File: config.mk
export PLATFORM = sky130hd
export DESIGN_NAME = learn_guide
export DESIGN_NICKNAME = d
export VERILOG_FILES = /design/src/rtl/learn_guide.sv
export SDC_FILE = /design/constraint.sdc
export NUM_CORES = 1
export LEC_CHECK = 0
export BUFFER_PORTS_ARGS = -buffer_cell sky130_fd_sc_hd__buf_2
export CORE_MARGIN = 8
export CORE_UTILIZATION = 45
export DETAILED_ROUTE_END_ITERATION = 8
export PLACE_DENSITY_LB_ADDON = 0.25
export SETUP_SLACK_MARGIN = 0.02
export SLEW_MARGIN = 0
export SYNTH_ARGS = -nofsm -noshare
export SYNTH_HDL_FRONTEND = slang
export SYNTH_SLANG_ARGS = --single-unit
File: constraint.sdc
create_clock -name clk -period 4.3 [get_ports clk]
set_clock_uncertainty 0.05 [all_clocks]
set_input_delay 0.43 -clock clk [delete_from_list [all_inputs] [get_ports clk]]
set_output_delay 0.43 -clock clk [all_outputs]
set_load 0.05 [all_outputs]
File: src/rtl/learn_guide.sv
// Learning-mode guide: walks a song ROM, lights the key/pitch to play, debounces and grades presses.
// Optional build macro LEARN_RETRY_EN: a wrong press repeats the same note instead of advancing.
module learn_guide #(
  parameter int ADDR_W          = 6,
  parameter int DEBOUNCE_CYCLES = 2000000
) (
  input  logic              clk,
  input  logic              rst,
  input  logic [2:0]        mode,
  input  logic [6:0]        key,
  input  logic [1:0]        pitch,
  output logic [ADDR_W-1:0] song_addr,
  input  logic [4:0]        song_note,
  output logic [6:0]        led,
  output logic [1:0]        pitch_led,
  output logic [7:0]        hits,
  output logic [7:0]        misses,
  output logic              done
);

  // The counter only needs to reach DEBOUNCE_CYCLES-1: the final stable cycle triggers the move.
  localparam int CNT_W = (DEBOUNCE_CYCLES > 1) ? $clog2(DEBOUNCE_CYCLES) : 1;
  localparam logic [CNT_W-1:0]  CNT_LAST = CNT_W'(DEBOUNCE_CYCLES - 1);
  localparam logic [CNT_W-1:0]  CNT_ONE  = CNT_W'(1);
  localparam logic [ADDR_W-1:0] ADDR_ONE = ADDR_W'(1);

  typedef enum logic [2:0] {
    ST_IDLE      = 3'd0,
    ST_FETCH     = 3'd1,
    ST_WAIT_DATA = 3'd2,
    ST_SHOW      = 3'd3,
    ST_PRESS     = 3'd4,
    ST_RELEASE   = 3'd5,
    ST_DONE      = 3'd6
  } state_t;

  // Note index 1..21 back to {pitch setting, one-hot key}; anything else decodes to all zeros.
  function automatic logic [8:0] decode_note(input logic [4:0] n);
    logic [8:0] r;
    r = 9'd0;
    if (n >= 5'd1 && n <= 5'd7) begin
      r = {2'b01, 7'(7'd1 << (n - 5'd1))};
    end else if (n >= 5'd8 && n <= 5'd14) begin
      r = {2'b00, 7'(7'd1 << (n - 5'd8))};
    end else if (n >= 5'd15 && n <= 5'd21) begin
      r = {2'b10, 7'(7'd1 << (n - 5'd15))};
    end else begin
      r = 9'd0;
    end
    return r;
  endfunction

  state_t            state_r, state_s;
  logic [ADDR_W-1:0] addr_r, addr_s;
  logic [6:0]        led_r, led_s;
  logic [1:0]        pled_r, pled_s;
  logic [7:0]        hits_r, hits_s;
  logic [7:0]        misses_r, misses_s;
  logic              done_r, done_s;
  logic [CNT_W-1:0]  cnt_r, cnt_s;
  logic [8:0]        prev_r;
  logic [8:0]        latch_r, latch_s;
  logic              match_r, match_s;
  logic [4:0]        target_r, target_s;

  logic              learn_s;
  logic [8:0]        cur_s;
  logic [8:0]        note_dec_s;
  logic [8:0]        tgt_dec_s;
  logic              retry_s;

  assign learn_s    = (mode == 3'b111);
  assign cur_s      = {pitch, key};
  assign note_dec_s = decode_note(song_note);
  assign tgt_dec_s  = decode_note(target_r);

`ifdef LEARN_RETRY_EN
  assign retry_s = ~match_r;
`else
  assign retry_s = 1'b0;
`endif

  // Next-state and next-register computation for the whole guide.
  always_comb begin
    state_s  = state_r;
    addr_s   = addr_r;
    led_s    = led_r;
    pled_s   = pled_r;
    hits_s   = hits_r;
    misses_s = misses_r;
    done_s   = done_r;
    cnt_s    = cnt_r;
    latch_s  = latch_r;
    match_s  = match_r;
    target_s = target_r;

    if (!learn_s) begin
      state_s = ST_IDLE;
      addr_s  = '0;
      led_s   = 7'd0;
      pled_s  = 2'b00;
      done_s  = 1'b0;
      cnt_s   = '0;
      match_s = 1'b0;
    end else begin
      case (state_r)
        ST_IDLE: begin
          hits_s   = 8'd0;
          misses_s = 8'd0;
          addr_s   = '0;
          led_s    = 7'd0;
          pled_s   = 2'b00;
          done_s   = 1'b0;
          cnt_s    = '0;
          state_s  = ST_FETCH;
        end
        ST_FETCH: begin
          state_s = ST_WAIT_DATA;
        end
        ST_WAIT_DATA: begin
          target_s = song_note;
          cnt_s    = '0;
          if (song_note == 5'd0 || song_note > 5'd21) begin
            state_s = ST_DONE;
            done_s  = 1'b1;
            led_s   = 7'd0;
            pled_s  = 2'b00;
          end else begin
            state_s = ST_SHOW;
            pled_s  = note_dec_s[8:7];
            led_s   = note_dec_s[6:0];
          end
        end
        ST_SHOW: begin
          pled_s = tgt_dec_s[8:7];
          led_s  = tgt_dec_s[6:0];
          // Pitch is part of the compared value, so a pitch change restarts the count too.
          if (key != 7'd0 && cur_s == prev_r) begin
            if (cnt_r == CNT_LAST) begin
              latch_s = cur_s;
              cnt_s   = '0;
              state_s = ST_PRESS;
            end else begin
              cnt_s = cnt_r + CNT_ONE;
            end
          end else begin
            cnt_s = '0;
          end
        end
        ST_PRESS: begin
          cnt_s   = '0;
          state_s = ST_RELEASE;
          if (latch_r == {pled_r, led_r}) begin
            match_s = 1'b1;
            hits_s  = (hits_r == 8'hFF) ? hits_r : hits_r + 8'd1;
          end else begin
            match_s  = 1'b0;
            misses_s = (misses_r == 8'hFF) ? misses_r : misses_r + 8'd1;
          end
        end
        ST_RELEASE: begin
          if (key == 7'd0) begin
            if (cnt_r == CNT_LAST) begin
              cnt_s = '0;
              if (retry_s) begin
                state_s = ST_SHOW;
              end else if (&addr_r) begin
                state_s = ST_DONE;
                done_s  = 1'b1;
                led_s   = 7'd0;
                pled_s  = 2'b00;
              end else begin
                addr_s  = addr_r + ADDR_ONE;
                state_s = ST_FETCH;
              end
            end else begin
              cnt_s = cnt_r + CNT_ONE;
            end
          end else begin
            cnt_s = '0;
          end
        end
        ST_DONE: begin
          done_s = 1'b1;
          led_s  = 7'd0;
          pled_s = 2'b00;
        end
        default: begin
          state_s = ST_IDLE;
          addr_s  = '0;
          led_s   = 7'd0;
          pled_s  = 2'b00;
          done_s  = 1'b0;
          cnt_s   = '0;
        end
      endcase
    end
  end

  // State and datapath registers with synchronous reset.
  always_ff @(posedge clk) begin
    if (rst) begin
      state_r  <= ST_IDLE;
      addr_r   <= '0;
      led_r    <= 7'd0;
      pled_r   <= 2'b00;
      hits_r   <= 8'd0;
      misses_r <= 8'd0;
      done_r   <= 1'b0;
      cnt_r    <= '0;
      prev_r   <= 9'd0;
      latch_r  <= 9'd0;
      match_r  <= 1'b0;
      target_r <= 5'd0;
    end else begin
      state_r  <= state_s;
      addr_r   <= addr_s;
      led_r    <= led_s;
      pled_r   <= pled_s;
      hits_r   <= hits_s;
      misses_r <= misses_s;
      done_r   <= done_s;
      cnt_r    <= cnt_s;
      prev_r   <= cur_s;
      latch_r  <= latch_s;
      match_r  <= match_s;
      target_r <= target_s;
    end
  end

  assign song_addr = addr_r;
  assign led       = led_r;
  assign pitch_led = pled_r;
  assign hits      = hits_r;
  assign misses    = misses_r;
  assign done      = done_r;

endmodule
# Word-level counts from Yosys, hierarchy flattened
# Cells that the tools add are included.
[op_classes] addsub=10 magnitude_cmp=13 n_eq_ne=23 shifts=6 mux=42 bitwise_logic=5 reduce_logical=27
[ops] cell="2-to-1 mux 21 bit" count=3
[ops] cell="one-hot mux 21 bit (3 select lines)" count=1
[ops] cell="2-to-1 mux 9 bit" count=6
[ops] cell="left shift 1 x 5 -> 7 bit (first input constant)" count=6
[ops] cell="2-to-1 mux 8 bit" count=4
[ops] cell="one-hot mux 8 bit (2 select lines)" count=2
[ops] cell="2-to-1 mux 7 bit" count=4
[ops] cell="one-hot mux 7 bit (4 select lines)" count=1
[ops] cell="!= test 2 bit (second input constant)" count=11
[ops] cell="adder 21 x 1 -> 21 bit (second input constant)" count=1
[ops] cell="== test 21 bit (second input constant)" count=1
[ops] cell="one-hot mux 3 bit (7 select lines)" count=1
[ops] cell="greater-or-equal comparator 5 x 4 -> 1 bit (second input constant)" count=4
[ops] cell="AND reduction 4 bit" count=5
[ops] cell="subtractor 5 x 4 -> 5 bit (second input constant)" count=4
[ops] cell="== test 9 bit" count=2
[ops] cell="2-to-1 mux 3 bit" count=6
[ops] cell="2-to-1 mux 6 bit" count=3
[ops] cell="adder 8 x 1 -> 8 bit (second input constant)" count=2
[ops] cell="== test 8 bit (second input constant)" count=2
[ops] cell="== test 3 bit (second input constant)" count=4
[ops] cell="one-hot mux 6 bit (2 select lines)" count=1
[ops] cell="greater-or-equal comparator 5 x 1 -> 1 bit (second input constant)" count=2
[ops] cell="less-or-equal comparator 5 x 3 -> 1 bit (second input constant)" count=2
[ops] cell="25 further kinds" count=48
[totals] reg_bits=79 wordCells=137

# Logic depth before layout (Yosys ltp)
[depth] ltp_word=7 ltp_mapped=10 mapped_depth_nobuf=9

# Worst setup path after synthesis
# Ideal clock, no wire load.
[synth_timing] kind="register to register" start="register target_r[4]" end="register led_r[2], in the netlist led[2]" setup_ns=0.122 arrival_ns=2.398 slack_ns=1.730 path_stages_with_launch=9 n_path_buf=1 synth_period_minus_slack_ns=2.570 cell_sequence="dfxtp_1 > clkbuf_1 > inv_1 > ha_1 > a41o_1 > o2111ai_1 > nor3_1 > o32a_1 > o32a_1"
[synth_via] elab_chain_cells=6
[synth_lines] item="start, declared" line="64" rtl="logic [4:0] target_r, target_s;"
[synth_lines] item="start signal, assigned" line="227" rtl="target_r <= target_s;"
[synth_lines] item="subtractor 5 x 4 -> 5 bit, or another cell as far along" line="46" rtl="r = {2'b10, 7'(7'd1 << (n - 5'd15))};"
[synth_lines] item="left shift 1 x 5 -> 7 bit or logical AND 1 bit (tied branches)" line="46, 45"
[synth_lines] item="2-to-1 mux 9 bit" line="45" rtl="end else if (n >= 5'd15 && n <= 5'd21) begin"
[synth_lines] item="2-to-1 mux 9 bit" line="43" rtl="end else if (n >= 5'd8 && n <= 5'd14) begin"
[synth_lines] item="2-to-1 mux 9 bit *" line="41" rtl="if (n >= 5'd1 && n <= 5'd7) begin"
[synth_lines] item="one-hot mux 7 bit (4 select lines) *" line="106" rtl="case (state_r)"
[synth_lines] item="end signal, assigned" line="218" rtl="led_r <= led_s;"
[synth_lines] item="end, declared" line="55" rtl="logic [6:0] led_r, led_s;"
# Mark *: on every way between the ends. The rest lies on a longest branch, timed or not.
# A chain may end at the register's enable or synchronous reset.

# Worst setup path in the final report
# Same ends and word-level chain as after synthesis.

==> results.toml <==
[detailed_routing]
detail-route-antenna-nets = 0
initialDrtViolationCount = 426
drt-total-wl_mm = 14.5
routed-via-count = 5046
drc_markers = 0
detail_route.first_pass.iterations = 5
wire_length_per_cell_after_detailed_routing_um = 17.2
vias_per_cell = 5.96

[setup_path]
worst_ep_arrival_time_ns = 3.02
cp.required_ns = 4.49
criticalPathCategory = "reg -> reg"
worst_path_most_repeated_cell = "o32a_1"
start_kind = "register"
worstPathMaxFanout = 15
path_cells = "inv_1 -> ha_1 -> a41o_1 -> o2111ai_1 -> nor3_1 -> o32a_1 -> o32a_1"
cp.buffers_inverters = 1
crit_path_max_incr_delay_ns = 0.63
end_kind = "register"
cp_top_family = "compound AO/OA/AOI/OAI gates"
cp_slowest_cell = "dfxtp_1"

[clocking]
postCtsSetupRepairBufs = 0
tritoncts = "built"
htreeDepth = 3
cts.reportedPaths.clkPinSlew_ns = 0.07
cts_max_path_buffers = 2
numCtsBuffers = 9
cts_hold_buf = 0
cts_resized = 0
cts.sinks = 79
worstSkewPairLatency_ns = 0.34
clk_root_buffer_cell = "clkbuf_16"

[floorplan]
chipHeight_um = 123
design.portCount = 51
die_area_um2 = 15200
floorplan.initialDensity_pct = 45.6
number_of_rows_in_the_core_area = 39
fp.coreArea_um2 = 11300
die-width_um = 123

[synthesis]
netlist-cell-type-count = 72
synthFlopType = "dfxtp_1"
syn_area_um2 = 5160
synth-edff-count = 0
synth_async_sr_flop_share_pct = 0
postSynthCellCount = 665
synthesis.yosys.warnings = 0
postSynthRegisterBits = 79
synth.avg_cell_area_um2 = 7.76
synth.yosys.seq_area_share_pct = 30.6
syn-num-nets = 708

[placed_design]
io_buffer_count = 50
place.gp.congestion = 0.934
hpwl_mm = 10.8
place_area_um2 = 5490

[cells_and_area]
insertedDiodeCount = 0
final_layout_size_suffix_gt1_share_pct = 12.4
design.final.nets = 742
final_area_um2 = 5810
syn_to_final_growth_pct = 12.6

[status]
outcome = "completed"

[grt]
grt_pass1_wl_mm = 24.3
grt_usage_pct = 19.7
grt_antenna_before_repair = 0
via_count_of_the_first_global_routing_pass = 4735
globalRouteOverflowTotal = 0
grt_max_degree = 32

[pwr]
power_density_nw_per_um2 = 293
worst_ir_drop_vdd_uv = 217
power_leakage_uw = 0.00209

[sta]
fin_crit_ns = 2.84
highest_achievable_clock_rate_mhz = 353
rsz0062_at_grt = "no"
hold_viol = 0
whs_ns = 0.306
report.final.slew_viol_count = 0
slew_headroom_pct = 30.2
tightestPinTransition_ns = 1.05
final.period_utilization_pct = 65.9
timing.setup.tns_ns = 0
setup_viol = 0

[hold_path]
worst_hold_path_type = "in -> reg"

[flow_run]
maxCapViolCount = 0
==> worst paths after layout <==
kind	slack, ns	cells past startpoint	endpoint	start
setup reg to reg	1.46	7	led[2]	target_r[4]
hold reg to reg	0.43	2	cnt_r[1]	cnt_r[1]
hold / removal	0.31	2	prev_r[7]	pitch[0]
setup / recovery	1.46	7	led[2]	target_r[4]
==> registers in the layout, indices dropped and copies added (netlist names) <==
register,count
led,7
state_r,3
song_addr,6
done,1
pitch_led,2
hits,8
cnt_r,21
misses,8
latch_r,9
prev_r,9
target_r,5
==> per-stage QoR <==
stage,power (µW),utilization [%],instances,setup slack [ns]
finish,1700,51.3,847,1.46
global route,1760,51.3,847,1.24
CTS,1710,51.3,847,1.52
detailed placement,886,48.5,831,1.47
global placement,887,48.5,831,1.50
floorplan,846,-,665,1.73
==> kinds of logic (layout without fill, tap and decap cells) <==
family          count (synthesis)  after routing  synth area share [%]
mux                            10             10                  1.94
compound gates                140            140                  19.2
xor+xnor                       45             45                  7.63
simple gates                  315            315                  30.6
flops                          79             79                  30.6
buf+inv                        52             91                  4.14
fa+ha+maj                      24             24                  5.82
==> area by class of cell <==
| type | count | area [µm²] |
|---|---|---|
| Clock inverter | 5 | 78.8 |
| Sequential cell | 79 | 1580 |
| Timing Repair Buffer | 53 | 273 |
| Clock buffer | 11 | 243 |
| Fill cell | 1098 | 5510 |
| Tap cell | 143 | 179 |
| Inverter | 22 | 82.6 |
| Multi-Input combinational cell | 534 | 3370 |
==> worst reg2reg max path, cell delays in order (launching register included) <==
cell and delay, ns:
dfxtp_1 0.63, inv_1 0.22, ha_1 0.26, a41o_1 0.26
o2111ai_1 0.51, nor3_1 0.13, o32a_1 0.35, o32a_1 0.32
==> Yosys cell counts (all sizes together) (4+ instances only) <==
cell | count | area share [%]
a31oi | 16 | 1.9
ha | 24 | 5.8
mux2i | 10 | 1.9
a32oi | 4 | 0.68
nor2b | 13 | 1.6
or4 | 7 | 1.1
o21ai | 19 | 1.8
xnor2 | 24 | 4.1
or3 | 9 | 1.1
a21oi | 30 | 3.0
o31ai | 8 | 1.2
inv | 22 | 1.6
nand2b | 10 | 1.2
a41o | 4 | 0.78
nand2 | 66 | 4.8
a31o | 4 | 0.68
and3 | 13 | 1.6
clkbuf | 18 | 1.3
o211ai | 5 | 0.73
and2 | 5 | 0.61
dfxtp | 79 | 31
nand3 | 29 | 2.8
o32ai | 7 | 1.2
nor2 | 92 | 6.7
a211oi | 5 | 0.82
xor2 | 21 | 3.6
nand4 | 15 | 1.8
buf | 12 | 1.2
o2111ai | 4 | 0.68
nor3 | 35 | 3.7
nor4 | 10 | 1.6
==> placed cells by master (no fill, tap or decap), types with 21 or more instances in the layout <==
cell type	count
nor3_1	33
nand3_1	29
xor2_1	21
buf_2	50
nor2_1	91
dfxtp_1	79
xnor2_1	24
ha_1	24
nand2_1	65
inv_1	22
a21oi_1	29
==> power by group <==
group | leakage [µW] | internal (µW) | switching, µW | total [µW]
logic | 0.00129 | 42.4 | 88.9 | 131
clock network | 0.000160 | 525 | 305 | 829
registers | 0.000639 | 737 | 3.86 | 741
total | 0.00209 | 1300 | 398 | 1700
==> metal layers <==
metal	routed length (µm)	part of all wire, %	up-vias	track usage [%]
li1	-	-	2481	-
met1	6930	48	2383	27.7
met2	6450	44	163	29.2
met3	929	6.4	19	4.25
met4	229	1.6	0	6.70
met5	0	0	-	0
Note: power is estimated with default switching activity, not from simulation.
